[config.mk]
export PLATFORM = sky130hd
export DESIGN_NAME = sdr_lane_pipe
export DESIGN_NICKNAME = d
export VERILOG_FILES = /design/src/rtl/sdr_pkg.sv /design/src/rtl/sdr_lane_chk.sv /design/src/rtl/sdr_lane_pipe.sv
export SDC_FILE = /design/constraint.sdc
export NUM_CORES = 1
export LEC_CHECK = 0
export CORE_MARGIN = 8
export CORE_UTILIZATION = 48
export DETAILED_ROUTE_END_ITERATION = 6
export PLACE_DENSITY_LB_ADDON = 0.12
export SLEW_MARGIN = 20
export SYNTH_ARGS = -nofsm -noshare
export SYNTH_HDL_FRONTEND = slang
export SYNTH_SLANG_ARGS = --single-unit
[constraint.sdc]
create_clock -name clkin -period 3.56 [get_ports clkin]
set_clock_uncertainty 0.15 [all_clocks]
set_input_delay 0.712 -clock clkin [delete_from_list [all_inputs] [get_ports clkin]]
set_output_delay 0.712 -clock clkin [all_outputs]
set_load 0.1 [all_outputs]
[src/rtl/sdr_pkg.sv]
// ============================================================================
// Module : sdr_pkg
// Brief  : Shared mode encodings, counter default and popcount helper.
// Rev    : 1.0
// ============================================================================
`default_nettype none

package sdr_pkg;

    typedef enum logic [1:0] {
        MODE_PASS   = 2'b00,
        MODE_FREEZE = 2'b01,
        MODE_INV    = 2'b10,
        MODE_LIN    = 2'b11
    } sdr_mode_e;

    localparam int c_ERR_W_DEF = 16;

    // Lane count never exceeds 16, so a fixed 16-bit popcount covers every build.
    function automatic logic [4:0] popcount16(input logic [15:0] v);
        logic [4:0] n;
        n = '0;
        for (int k = 0; k < 16; k++) begin
            n = n + {4'b0000, v[k]};
        end
        return n;
    endfunction

endpackage

`default_nettype wire

[src/rtl/sdr_lane_chk.sv]
// ============================================================================
// Module : sdr_lane_chk
// Brief  : Per-lane linear-pattern checker: expected counter, compare, sticky flag.
// Rev    : 1.0
// ============================================================================
`default_nettype none

module sdr_lane_chk #(
    parameter int WIDTH = 8
) (
    input  logic             clk,
    input  logic             rst_n,
    input  logic             i_en,
    input  logic             i_start,
    input  logic             i_clr,
    input  logic [WIDTH-1:0] i_data,
    output logic             o_mis,
    output logic             o_err
);

    logic [WIDTH-1:0] r_exp;
    logic             r_err;
    logic [WIDTH-1:0] w_exp_eff;
    logic             w_mis;

    // On the entry edge the sequence restarts at zero for the beat sampled there.
    always_comb begin
        w_exp_eff = i_start ? '0 : r_exp;
        w_mis     = i_en && (i_data != w_exp_eff);
    end

    always_ff @(posedge clk or negedge rst_n) begin
        if (!rst_n) begin
            r_exp <= '0;
            r_err <= 1'b0;
        end else begin
            if (i_en) begin
                r_exp <= w_exp_eff + WIDTH'(1);
            end else if (i_start) begin
                r_exp <= '0;
            end

            if (i_clr) begin
                r_err <= 1'b0;
            end else if (w_mis) begin
                r_err <= 1'b1;
            end
        end
    end

    assign o_mis = w_mis;
    assign o_err = r_err;

endmodule

`default_nettype wire

[src/rtl/sdr_lane_pipe.sv]
// ============================================================================
// Module : sdr_lane_pipe
// Brief  : Multi-lane SDR register pipeline with modes and linear-pattern check.
// Rev    : 1.0
// ============================================================================
`default_nettype none

module sdr_lane_pipe
    import sdr_pkg::*;
#(
    parameter int WIDTH = 8,
    parameter int LANES = 4,
    parameter int DEPTH = 2,
    parameter int ERR_W = c_ERR_W_DEF
) (
    input  logic                   clkin,
    input  logic                   reset,
    input  logic [LANES*WIDTH-1:0] datain,
    input  logic                   din_valid,
    input  logic [LANES-1:0]       lane_en,
    input  logic [1:0]             mode,
    input  logic                   err_clr,
    output logic [LANES*WIDTH-1:0] q,
    output logic                   q_valid,
    output logic [LANES-1:0]       lane_err,
    output logic [ERR_W-1:0]       err_cnt
);

    localparam int                SUM_W     = ERR_W + 5;
    localparam logic [ERR_W-1:0]  c_CNT_MAX = '1;

    logic [LANES*WIDTH-1:0] r_pipe [DEPTH];
    logic                   r_vld  [DEPTH];
    sdr_mode_e              r_mode_prev;
    logic [ERR_W-1:0]       r_cnt;

    sdr_mode_e              w_mode;
    logic                   w_lin;
    logic                   w_lin_entry;
    logic                   w_v0;
    logic [LANES-1:0]       w_mis;
    logic [LANES*WIDTH-1:0] w_s0_next;
    logic [4:0]             w_pop;
    logic [SUM_W-1:0]       w_sum;
    logic [ERR_W-1:0]       w_cnt_next;

    assign w_mode      = sdr_mode_e'(mode);
    assign w_lin       = (w_mode == MODE_LIN);
    assign w_lin_entry = w_lin && (r_mode_prev != MODE_LIN);
    assign w_v0        = din_valid && (w_mode != MODE_FREEZE);

    for (genvar i = 0; i < LANES; i++) begin : g_lane
        logic [WIDTH-1:0] w_din;
        logic             w_load;

        assign w_din  = datain[i*WIDTH +: WIDTH];
        assign w_load = din_valid && lane_en[i] && (w_mode != MODE_FREEZE);

        // A lane that does not load keeps its stage-0 value, which then repeats downstream.
        assign w_s0_next[i*WIDTH +: WIDTH] =
            w_load ? ((w_mode == MODE_INV) ? ~w_din : w_din)
                   : r_pipe[0][i*WIDTH +: WIDTH];

        sdr_lane_chk #(
            .WIDTH (WIDTH)
        ) u_chk (
            .clk     (clkin),
            .rst_n   (reset),
            .i_en    (w_lin && din_valid && lane_en[i]),
            .i_start (w_lin_entry),
            .i_clr   (err_clr),
            .i_data  (w_din),
            .o_mis   (w_mis[i]),
            .o_err   (lane_err[i])
        );
    end

    always_ff @(posedge clkin or negedge reset) begin
        if (!reset) begin
            for (int k = 0; k < DEPTH; k++) begin
                r_pipe[k] <= '0;
                r_vld[k]  <= 1'b0;
            end
            r_mode_prev <= MODE_PASS;
        end else begin
            r_pipe[0] <= w_s0_next;
            r_vld[0]  <= w_v0;
            for (int k = 1; k < DEPTH; k++) begin
                r_pipe[k] <= r_pipe[k-1];
                r_vld[k]  <= r_vld[k-1];
            end
            r_mode_prev <= w_mode;
        end
    end

    // Widened sum so several simultaneous mismatches cannot wrap before saturating.
    always_comb begin
        w_pop      = popcount16(16'(w_mis));
        w_sum      = SUM_W'(r_cnt) + SUM_W'(w_pop);
        w_cnt_next = (w_sum > SUM_W'(c_CNT_MAX)) ? c_CNT_MAX : w_sum[ERR_W-1:0];
    end

    always_ff @(posedge clkin or negedge reset) begin
        if (!reset) begin
            r_cnt <= '0;
        end else if (err_clr) begin
            r_cnt <= '0;
        end else begin
            r_cnt <= w_cnt_next;
        end
    end

    assign q       = r_pipe[DEPTH-1];
    assign q_valid = r_vld[DEPTH-1];
    assign err_cnt = r_cnt;

endmodule

`default_nettype wire

==> run summary, run 1 <==
Seq/Total Area, Yosys -> 53.1%
CP arrival -> 3.76 ns
Clock network fraction of total power -> 39.1%
Clk root buf -> clkbuf_16
Final hold vios -> 0
Post-Synth Adder-Cell Area -> 2.17%
Initial DRC count -> 211
PnR worst setup slack -> -0.0973 ns
Largest family of logic cells by synthesized area -> XOR/XNOR gates
Vias per cell -> 5.06
CP startpoint kind -> flop
Max-slew headroom -> 34.8%
Post-DRT Antenna Nets -> 0
Router iterations before antenna repair -> 4
Share of layout cells above drive strength 1 -> 24.8%
P_leak -> 3.42 nW
TritonCTS Buffers -> 17
Sw Pwr -> 1.35 mW
Critical Path Fanout Max -> 8
Clk pin slew, worst setup/hold paths -> 0.05 ns
Die Area -> 15500 sq um
WP buf/inv -> 2
Finished Core Util -> 65.4%
Final setup viols -> 15
Post-Synthesis Cells -> 537
Clk sinks -> 120
H-tree depth -> 4
Worst path top cell family by delay -> adder cells
Fmax achieved -> 273 MHz
Placed Instances -> 763
Final-report max-slew violation count -> 0
Largest net degree at the start of global routing -> 58
Initial core utilization -> 49.4%
Period Utilization, post-route -> 103%
Global-route wire length before repair -> 21.1 mm
Global route overflow -> 0
Outcome -> complete, but fails checks
Pint -> 2.88 mW
Io pins -> 95
YS warnings -> 0
Via count -> 4044
CTS tree -> built
Sequential Power Share -> 37.4%
Mapped Area -> 5660 sq um
Synth Register Bits -> 120
Failing checks -> setup timing
Final net count -> 697
DP Area -> 6820 sq um
Final Cell Area -> 7500 sq um
Avg Cell Area, Syn -> 10.5 sq um
Gr usage total -> 16.8%
Row cnt -> 39
Async SR Flop Fraction -> 100%
DIE WIDTH -> 125 um
Leading cell type in the layout, fill and taps excluded -> dfrtp_1
Peak supply drop -> 0.000418 V
CP required -> 3.66 ns
Power Density -> 563 nW/um^2
Compound-Gate Fraction of Synth Area -> 11.0%
Initial antenna violation count -> 0
Fin cells -> 799
Drc violations -> 0
Most frequent cells in the layout -> dfrtp_1, buf_4, nand2_1, xor2_1, clkdlybuf4s50_1
Slew at the pin with the worst max-slew slack -> 0.974 ns
Routability cong. -> 0.825
Crit Path Category -> flop to flop
Worst-Skew Late Latency -> 0.41 ns
Syn_nets -> 587
Largest stage delay, worst path -> 0.53 ns
Core ar. -> 11500 sq um
Worst Hold Class -> flop to flop
Yosys cell types -> 31
Comb pwr share -> 23.5%
Diodes inserted -> 0
Max-cap viol count -> 0
Fillers -> 931
Post-Synth XOR/XNOR Area -> 14.9%
IO Port Bufs -> 94
Post-synthesis mux area share -> 0%
Switching Fraction -> 31.9%
Slowest stage cell, crit path -> fa_1
Critical path, cell by cell -> and2_4 -> buf_4 -> o21ai_2 -> xor2_1 -> nand4_1 -> o21a_1 -> fa_1 -> fa_2 -> inv_2 -> fa_2 -> nor2b_2 -> and4_4 -> nand3_1 -> xor2_1 -> a21oi_2
Longest Clk Path Bufs -> 2
Die Height -> 125 um
Post-synth EDFFs -> 0
Area fraction in and, or, nand and nor cells after synthesis -> 11.3%
Detailed-placement wirelength estimate -> 9.08 mm
Min Tclk post-route -> 3.66 ns
Routed wire per std cell -> 15.9 um
Vias in the first global route -> 4272
CP endpoint kind -> flop
Main synth FF type -> dfrtp_1
Total wire length -> 12.7 mm
RSZ-0062 raised after global routing -> true
Synthesis-to-finish area growth -> 32.5%
## stage by stage
step                worst slack [ns]  TNS (ns)  hold slack, ns  power (mW)
detailed placement            -0.987    -14.15           0.188        2.59
CTS                          -0.0495    -0.217           0.199        4.27
floorplan                     -0.248     -3.03           0.181        2.39
global placement              -0.897    -12.87           0.190        2.58
global route                  -0.292     -3.57           0.211        4.38
finish                       -0.0973     -1.08           0.199        4.23
## power groups by stage
| stage | combinational [mW] | clock (mW) | sequential (mW) |
|---|---|---|---|
| after floorplan | 0.781 | 0 | 1.60 |
| after global placement | 0.981 | 0 | 1.60 |
| after detailed placement | 0.991 | 0 | 1.60 |
| after CTS | 0.997 | 1.69 | 1.58 |
| after global routing | 1.04 | 1.74 | 1.60 |
| final | 0.992 | 1.65 | 1.58 |
## cell usage after synthesis, types with 2 or more instances
library cell,number,area [sq um]
o21ai_1,16,80.1
or3_1,7,43.8
and3_1,8,50.1
a21oi_1,20,100
nand3_1,3,15.0
nor2_1,21,78.8
xnor2_1,40,350
buf_2,8,40.0
o21a_1,4,30.0
o21ai_2,9,78.8
nor3_1,2,10.0
nand4_1,20,125
and2_1,5,31.3
nand4_2,3,37.5
inv_1,15,56.3
o21ai_0,50,250
ha_1,5,62.6
o21bai_1,2,15.0
o21ba_1,4,40.0
xor2_1,56,490
nand2_1,59,221
a31oi_1,2,12.5
fa_1,3,60.1
dfrtp_1,120,3000
buf_4,40,300
clkbuf_1,10,37.5
## path summary, 6_finish.rpt
check / slack [ns] / end / startpoint / depth (start not counted)
setup / recovery: -0.1 / err_cnt[10] / r_mode_prev[0] / 15
hold / removal: 0.20 / q_valid / r_vld[1] / 0
setup reg to reg: -0.1 / err_cnt[10] / r_mode_prev[0] / 15
hold reg to reg: 0.20 / q_valid / r_vld[1] / 0
max in group asynchronous: 2.22 / r_pipe[42] / reset / 2
min in group asynchronous: 0.21 / r_pipe[60] / reset / 1
## timing repair
action | CTS | global route
gates cloned | 3 | 0
buffers inserted | 0 | 5
hold buffers | 0 | 0
hold endpoints to repair | 0 | 0
pin swaps | 5 | 15
endpoints found under the setup margin | 16 | 16
gates resized for setup | 26 | 9
## routing by layer
layer  global-route usage (%)  share of wire, %
met1                     19.1                42
met2                     28.9                52
met3                     4.89               3.8
met4                     7.16               2.0
met5                        0                 0
## flip-flops by register name, summed over array words and instances (netlist names)
signal / count
q_valid: 1
r_mode_prev: 2
err_cnt: 16
r_vld: 1
g_lane.u_chk.r_exp: 32
g_lane.u_chk.o_err: 4
q: 32
r_pipe: 32
## area by class of cell
type	count	area (sq um)	area share, %
flip-flops and latches	120	3000	40.0
clock inverters	3	65.1	0.867
repair buffers	146	1250	16.7
inverters	15	56.3	0.751
multi-input cells	347	2440	32.5
well taps	143	179	2.39
clock buffers	25	505	6.74
## cells by family (layout without fill, tap and decap cells)
kind of cell               count (synthesis)  count (layout)
AOI/OAI and AO/OA                        109             109
xor gates and xnor gates                  96              96
adders and majority gates                  8               8
buffers and inverters                     73             189
DFF                                      120             120
and+or+nand+nor                          131             134
No activity file was read; power rests on OpenSTA's default activity.
==> run 2: changes to the inputs <==
--- a/config.mk
+++ b/config.mk
@@ -8,6 +8,7 @@
 export CORE_MARGIN = 8
 export CORE_UTILIZATION = 48
 export DETAILED_ROUTE_END_ITERATION = 6
+export MAX_ROUTING_LAYER = met4
 export PLACE_DENSITY_LB_ADDON = 0.12
 export SLEW_MARGIN = 20
 export SYNTH_ARGS = -nofsm -noshare
==> run 2 against run 1 <==
Against the previous run: the flow still finishes with violations (setup timing); routed wire length grew 0.15%; sequential power is essentially flat; utilization stayed put; final area stayed put; non-clock buffer count did not move; flip-flop and latch count unchanged; total power about the same; setup slack better by 0.0017 ns; sequential share of layout area did not move; die area unchanged; critical path depth stayed put; critical endpoint unchanged; highest routed layer unchanged.
==> run summary, run 2 (synthesized netlist as in run 1, its figures left out) <==
TritonCTS Buffers -> 17
Max-cap viol count -> 0
Slowest stage cell, crit path -> fa_1
Outcome -> complete, but fails checks
Peak supply drop -> 0.000418 V
Fin cells -> 799
Hold_buf cts -> 0
Detailed-placement wirelength estimate -> 9.08 mm
Die Height -> 125 um
Routability cong. -> 0.838
H-tree depth -> 4
Initial DRC count -> 217
Final net count -> 697
RSZ-0062 raised after global routing -> true
Die Area -> 15500 sq um
P_leak -> 3.42 nW
Max-slew headroom -> 34.8%
Final hold vios -> 0
Row cnt -> 39
Min Tclk post-route -> 3.66 ns
Initial antenna violation count -> 0
Worst-Skew Late Latency -> 0.41 ns
DIE WIDTH -> 125 um
Largest net degree at the start of global routing -> 58
Final setup viols -> 15
Share of layout cells above drive strength 1 -> 24.8%
Initial core utilization -> 49.4%
Clk root buf -> clkbuf_16
Vias per cell -> 5.09
Clk sinks -> 120
Hold WS -> 0.199 ns
Global route overflow -> 0
Finished Core Util -> 65.4%
Fmax achieved -> 274 MHz
Routed wire per std cell -> 16.0 um
Critical path, cell by cell -> and2_4 -> buf_4 -> o21ai_2 -> xor2_1 -> nand4_1 -> o21a_1 -> fa_1 -> fa_2 -> inv_2 -> fa_2 -> nor2b_2 -> and4_4 -> nand3_1 -> xor2_1 -> a21oi_2
Largest stage delay, worst path -> 0.53 ns
Placed Instances -> 763
DP Area -> 6820 sq um
Critical Path Start -> r_mode_prev[0]
Longest Clk Path Bufs -> 2
Crit Path Category -> flop to flop
CP required -> 3.66 ns
Diodes inserted -> 0
Worst hold start -> r_vld[1]
CTS tree -> built
Worst path top cell family by delay -> adder cells
R2r startpoint -> r_mode_prev[0]
Critical Path Fanout Max -> 8
Global-route wire length before repair -> 21.2 mm
PnR worst setup slack -> -0.0957 ns
Router iterations before antenna repair -> 4
IO Port Bufs -> 94
CP startpoint kind -> flop
CP arrival -> 3.76 ns
Vias in the first global route -> 4269
Final-report max-slew violation count -> 0
Most frequent cells in the layout -> dfrtp_1, buf_4, nand2_1, xor2_1, clkdlybuf4s50_1
Drc violations -> 0
Synthesis-to-finish area growth -> 32.5%
Power Density -> 564 nW/um^2
Gr usage total -> 17.3%
Final Cell Area -> 7500 sq um
Worst Hold Class -> flop to flop
CP endpoint kind -> flop
Post-Place Worst Slack -> -0.987 ns
Total wire length -> 12.8 mm
Period Utilization, post-route -> 103%
Io pins -> 95
Failing checks -> setup timing
Post-DRT Antenna Nets -> 0
Clk pin slew, worst setup/hold paths -> 0.05 ns
Slew at the pin with the worst max-slew slack -> 0.974 ns
Leading cell type in the layout, fill and taps excluded -> dfrtp_1
Core ar. -> 11500 sq um
Via count -> 4063
WP buf/inv -> 2
## run 2: worst reg2reg max path: cells and delay by family, from the launching register on
kind,cells,cell delay (ns)
adder cells (fa/ha/maj),3,1.09
AND/OR/NAND/NOR,5,0.88
flip-flops,1,0.41
AO/OA/AOI/OAI,3,0.39
XOR/XNOR,2,0.38
buffers and inverters,2,0.19
## run 2: metal layers
layer  GRT usage, %  routed length [um]
met5              -                   0
met4           7.58                 276
met3           4.47                 510
met2           28.8                6620
met1           19.4                5350
## run 2: area by class of cell
type                    count  area (sq um)
fillers                   931          3970
flip-flops and latches    120          3000
multi-input cells         347          2440
repair buffers            146          1250
clock buffers              25           505
well taps                 143           179
clock inverters             3          65.1
inverters                  15          56.3
## run 2: repair_timing
item                                    4_1_cts  5_1_grt
setup buffers                                 0        5
gates cloned                                  3        0
gates resized for setup                      26        9
pin swaps                                     5       15
endpoints found under the setup margin       16       16
## run 2: per-stage QoR
stage / power [mW] / setup TNS (ns)
2_1_floorplan: 2.39 / -3.03
3_3_place_gp: 2.58 / -12.87
3_5_place_dp: 2.59 / -14.15
4_1_cts: 4.27 / -0.217
5_1_grt: 4.38 / -3.57
6_report: 4.23 / -1.06
## run 2: path summary, 6_finish.rpt
kind | endpoint | slack [ns] | cells after the start
worst min register to register | q_valid | 0.20 | 0
max in group asynchronous | r_pipe[42] | 2.21 | 2
min in group asynchronous | r_pipe[60] | 0.22 | 1
worst min-delay path | q_valid | 0.20 | 0
worst max-delay path | err_cnt[10] | -0.1 | 15
worst max register to register | err_cnt[10] | -0.1 | 15
## run 2: power by group
part | total [mW] | internal (mW) | switching [mW] | leakage, nW
sequential | 1.58 | 1.51 | 0.0671 | 1.56
clock | 1.65 | 1.10 | 0.549 | 0.281
combinational | 0.992 | 0.259 | 0.733 | 1.57
==> run 3: changes to the inputs <==
--- a/config.mk
+++ b/config.mk
@@ -6,10 +6,13 @@
 export NUM_CORES = 1
 export LEC_CHECK = 0
 export CORE_MARGIN = 8
-export CORE_UTILIZATION = 48
+export CORE_UTILIZATION = 50
+export CTS_BUF_LIST = sky130_fd_sc_hd__clkbuf_8
 export DETAILED_ROUTE_END_ITERATION = 6
+export HOLD_SLACK_MARGIN = 0.03
 export MAX_ROUTING_LAYER = met4
 export PLACE_DENSITY_LB_ADDON = 0.12
+export SETUP_SLACK_MARGIN = 0.15
 export SLEW_MARGIN = 20
 export SYNTH_ARGS = -nofsm -noshare
 export SYNTH_HDL_FRONTEND = slang
==> run 3 against run 2 <==
Against the previous run: the run still ends with setup timing left; final area shrank 1.4%; final cell count grew 0.38%; combinational power is essentially flat; global-route usage grew 1.3 points; clock-buffer cell count shrank 2; sequential share of layout area grew 0.57 points; largest cell class unchanged.
==> run summary, run 3 (synthesized netlist as in run 1, its figures left out) <==
Outcome -> complete, but fails checks
Failing checks -> setup timing
Row cnt -> 39
Synthesis-to-finish area growth -> 30.7%
P_leak -> 3.33 nW
Leading cell type in the layout, fill and taps excluded -> dfrtp_1
Via count -> 4062
Post-DRT Antenna Nets -> 0
Hold_buf cts -> 0
Worst reg2reg endpoint -> err_cnt[13]
Die Height -> 122 um
Crit Path Category -> primary input to flop
Initial DRC count -> 206
Largest net degree at the start of global routing -> 75
Tot Pwr -> 3.88 mW
Drc violations -> 0
Worst-Skew Late Latency -> 0.44 ns
Routed wire per std cell -> 15.8 um
Max-cap viol count -> 0
Vias per cell -> 5.06
Final hold vios -> 0
Longest Clk Path Bufs -> 2
Fillers -> 926
Router iterations before antenna repair -> 4
Clk pin slew, worst setup/hold paths -> 0.07 ns
Critical Path Fanout Max -> 6
IO Port Bufs -> 94
Period Utilization, post-route -> 103%
Hold depth -> 0
CP arrival -> 3.88 ns
Worst hold start -> r_vld[1]
Detailed-placement wirelength estimate -> 8.83 mm
Share of layout cells above drive strength 1 -> 25.2%
R2R Setup Slk -> -0.10 ns
CP startpoint kind -> primary input
CP required -> 3.77 ns
Global route overflow -> 0
RSZ-0062 raised after global routing -> true
Clk root buf -> clkbuf_8
Final net count -> 696
Total wire length -> 12.6 mm
Gr usage total -> 18.6%
Largest stage delay, worst path -> 0.54 ns
Vias in the first global route -> 4325
Routability cong. -> 0.873
Most frequent cells in the layout -> dfrtp_1, buf_4, clkdlybuf4s50_1, nand2_1, xor2_1
R2R cell count -> 14
Hold WS -> 0.207 ns
Max-slew headroom -> 34.4%
Min Tclk post-route -> 3.67 ns
Final-report max-slew violation count -> 0
Core ar. -> 11200 sq um
Diodes inserted -> 0
Fmax achieved -> 272 MHz
Slowest stage cell, crit path -> clkdlybuf4s50_1
Die Area -> 15000 sq um
DIE WIDTH -> 122 um
CP endpoint kind -> flop
Final setup viols -> 15
Initial core utilization -> 50.4%
CTS tree -> built
Slew at the pin with the worst max-slew slack -> 0.981 ns
TritonCTS Buffers -> 17
Power Density -> 525 nW/um^2
PnR worst setup slack -> -0.112 ns
Critical path, cell by cell -> clkdlybuf4s50_1 -> xor2_1 -> nand4_1 -> o21a_1 -> fa_1 -> fa_2 -> inv_2 -> fa_2 -> nor2b_2 -> and4_4 -> nand4_1 -> buf_6 -> a31oi_4
Global-route wire length before repair -> 21.0 mm
R2r startpoint -> r_mode_prev[1]
Worst Hold Class -> flop to flop
Hold Path Sink -> q_valid
H-tree depth -> 4
Io pins -> 95
Peak supply drop -> 0.000375 V
Initial antenna violation count -> 0
Clk sinks -> 120
-- run 3: cell types whose count changed in the layout (fill, tap and decap cells not counted), sizes merged --
cell,change
clkdlybuf4s50,+13
dlygate4sd2,-7
buf,-5
clkbuf,-2
clkinv,+2
dlymetal6s2s,-2
inv,+2
bufinv,+1
clkinvlp,+1
-- run 3: stage by stage --
step                      util [%]  TNS (ns)  worst slack, ns  cells  area (sq um)
after floorplan                  -     -3.03           -0.248    537          5830
after global placement        60.9    -12.73           -0.886    763          6830
after detailed placement      60.9    -15.15            -1.04    763          6830
after CTS                     65.4    -0.231          -0.0521    801          7340
after global routing          65.9     -4.35           -0.302    802          7400
final                         65.9     -1.42           -0.112    802          7400
-- run 3: metal layers --
| metal | track usage [%] | wire length [um] | vias to the layer above |
|---|---|---|---|
| met5 | - | 0 | - |
| met4 | 8.45 | 315 | 0 |
| met3 | 4.74 | 548 | 30 |
| met2 | 32.0 | 6720 | 82 |
| met1 | 20.0 | 5050 | 1968 |
| li1 | - | - | 1982 |
-- run 3: how the worst max path moves through the flow --
stage                    from          end  slack [ns]  cells after the start
5_1_grt        r_mode_prev[0]   err_cnt[0]       -0.30                     14
2_1_floorplan         mode[0]  err_cnt[10]       -0.25                     15
6_report            datain[6]  err_cnt[13]       -0.11                     13
3_5_place_dp          mode[0]  err_cnt[14]       -1.04                     15
3_3_place_gp          mode[1]  err_cnt[14]       -0.89                     15
4_1_cts        r_mode_prev[1]   err_cnt[0]       -0.05                     14
-- run 3: final cells by class --
| cell class | instances | area (sq um) | share of cell area, % |
|---|---|---|---|
| flip-flops and latches | 120 | 3000 | 40.6 |
| multi-input cells | 347 | 2470 | 33.4 |
| repair buffers | 145 | 1250 | 16.9 |
| clock buffers | 23 | 317 | 4.28 |
| well taps | 143 | 179 | 2.42 |
| clock inverters | 9 | 120 | 1.62 |
| inverters | 15 | 56.3 | 0.761 |
-- run 3: timing repair --
action	4_1_cts	5_1_grt
pin swaps	9	12
cloned	3	0
gates resized for setup	20	8
buffers inserted	3	1
setup endpoints to repair	16	16
endpoints found under the hold margin	0	0
-- run 3: worst max-delay path: cells and delay by family --
| kind | cells | cell delay [ns] |
|---|---|---|
| buffers and inverters | 3 | 0.78 |
| AO/OA/AOI/OAI | 2 | 0.39 |
| adder cells (fa/ha/maj) | 3 | 1.10 |
| XOR/XNOR | 1 | 0.18 |
| AND/OR/NAND/NOR | 4 | 0.71 |
-- run 3: report_power, final --
| part | internal (mW) | switching [mW] |
|---|---|---|
| clock | 0.796 | 0.518 |
| sequential | 1.51 | 0.0666 |
| combinational | 0.264 | 0.729 |
| total | 2.57 | 1.31 |
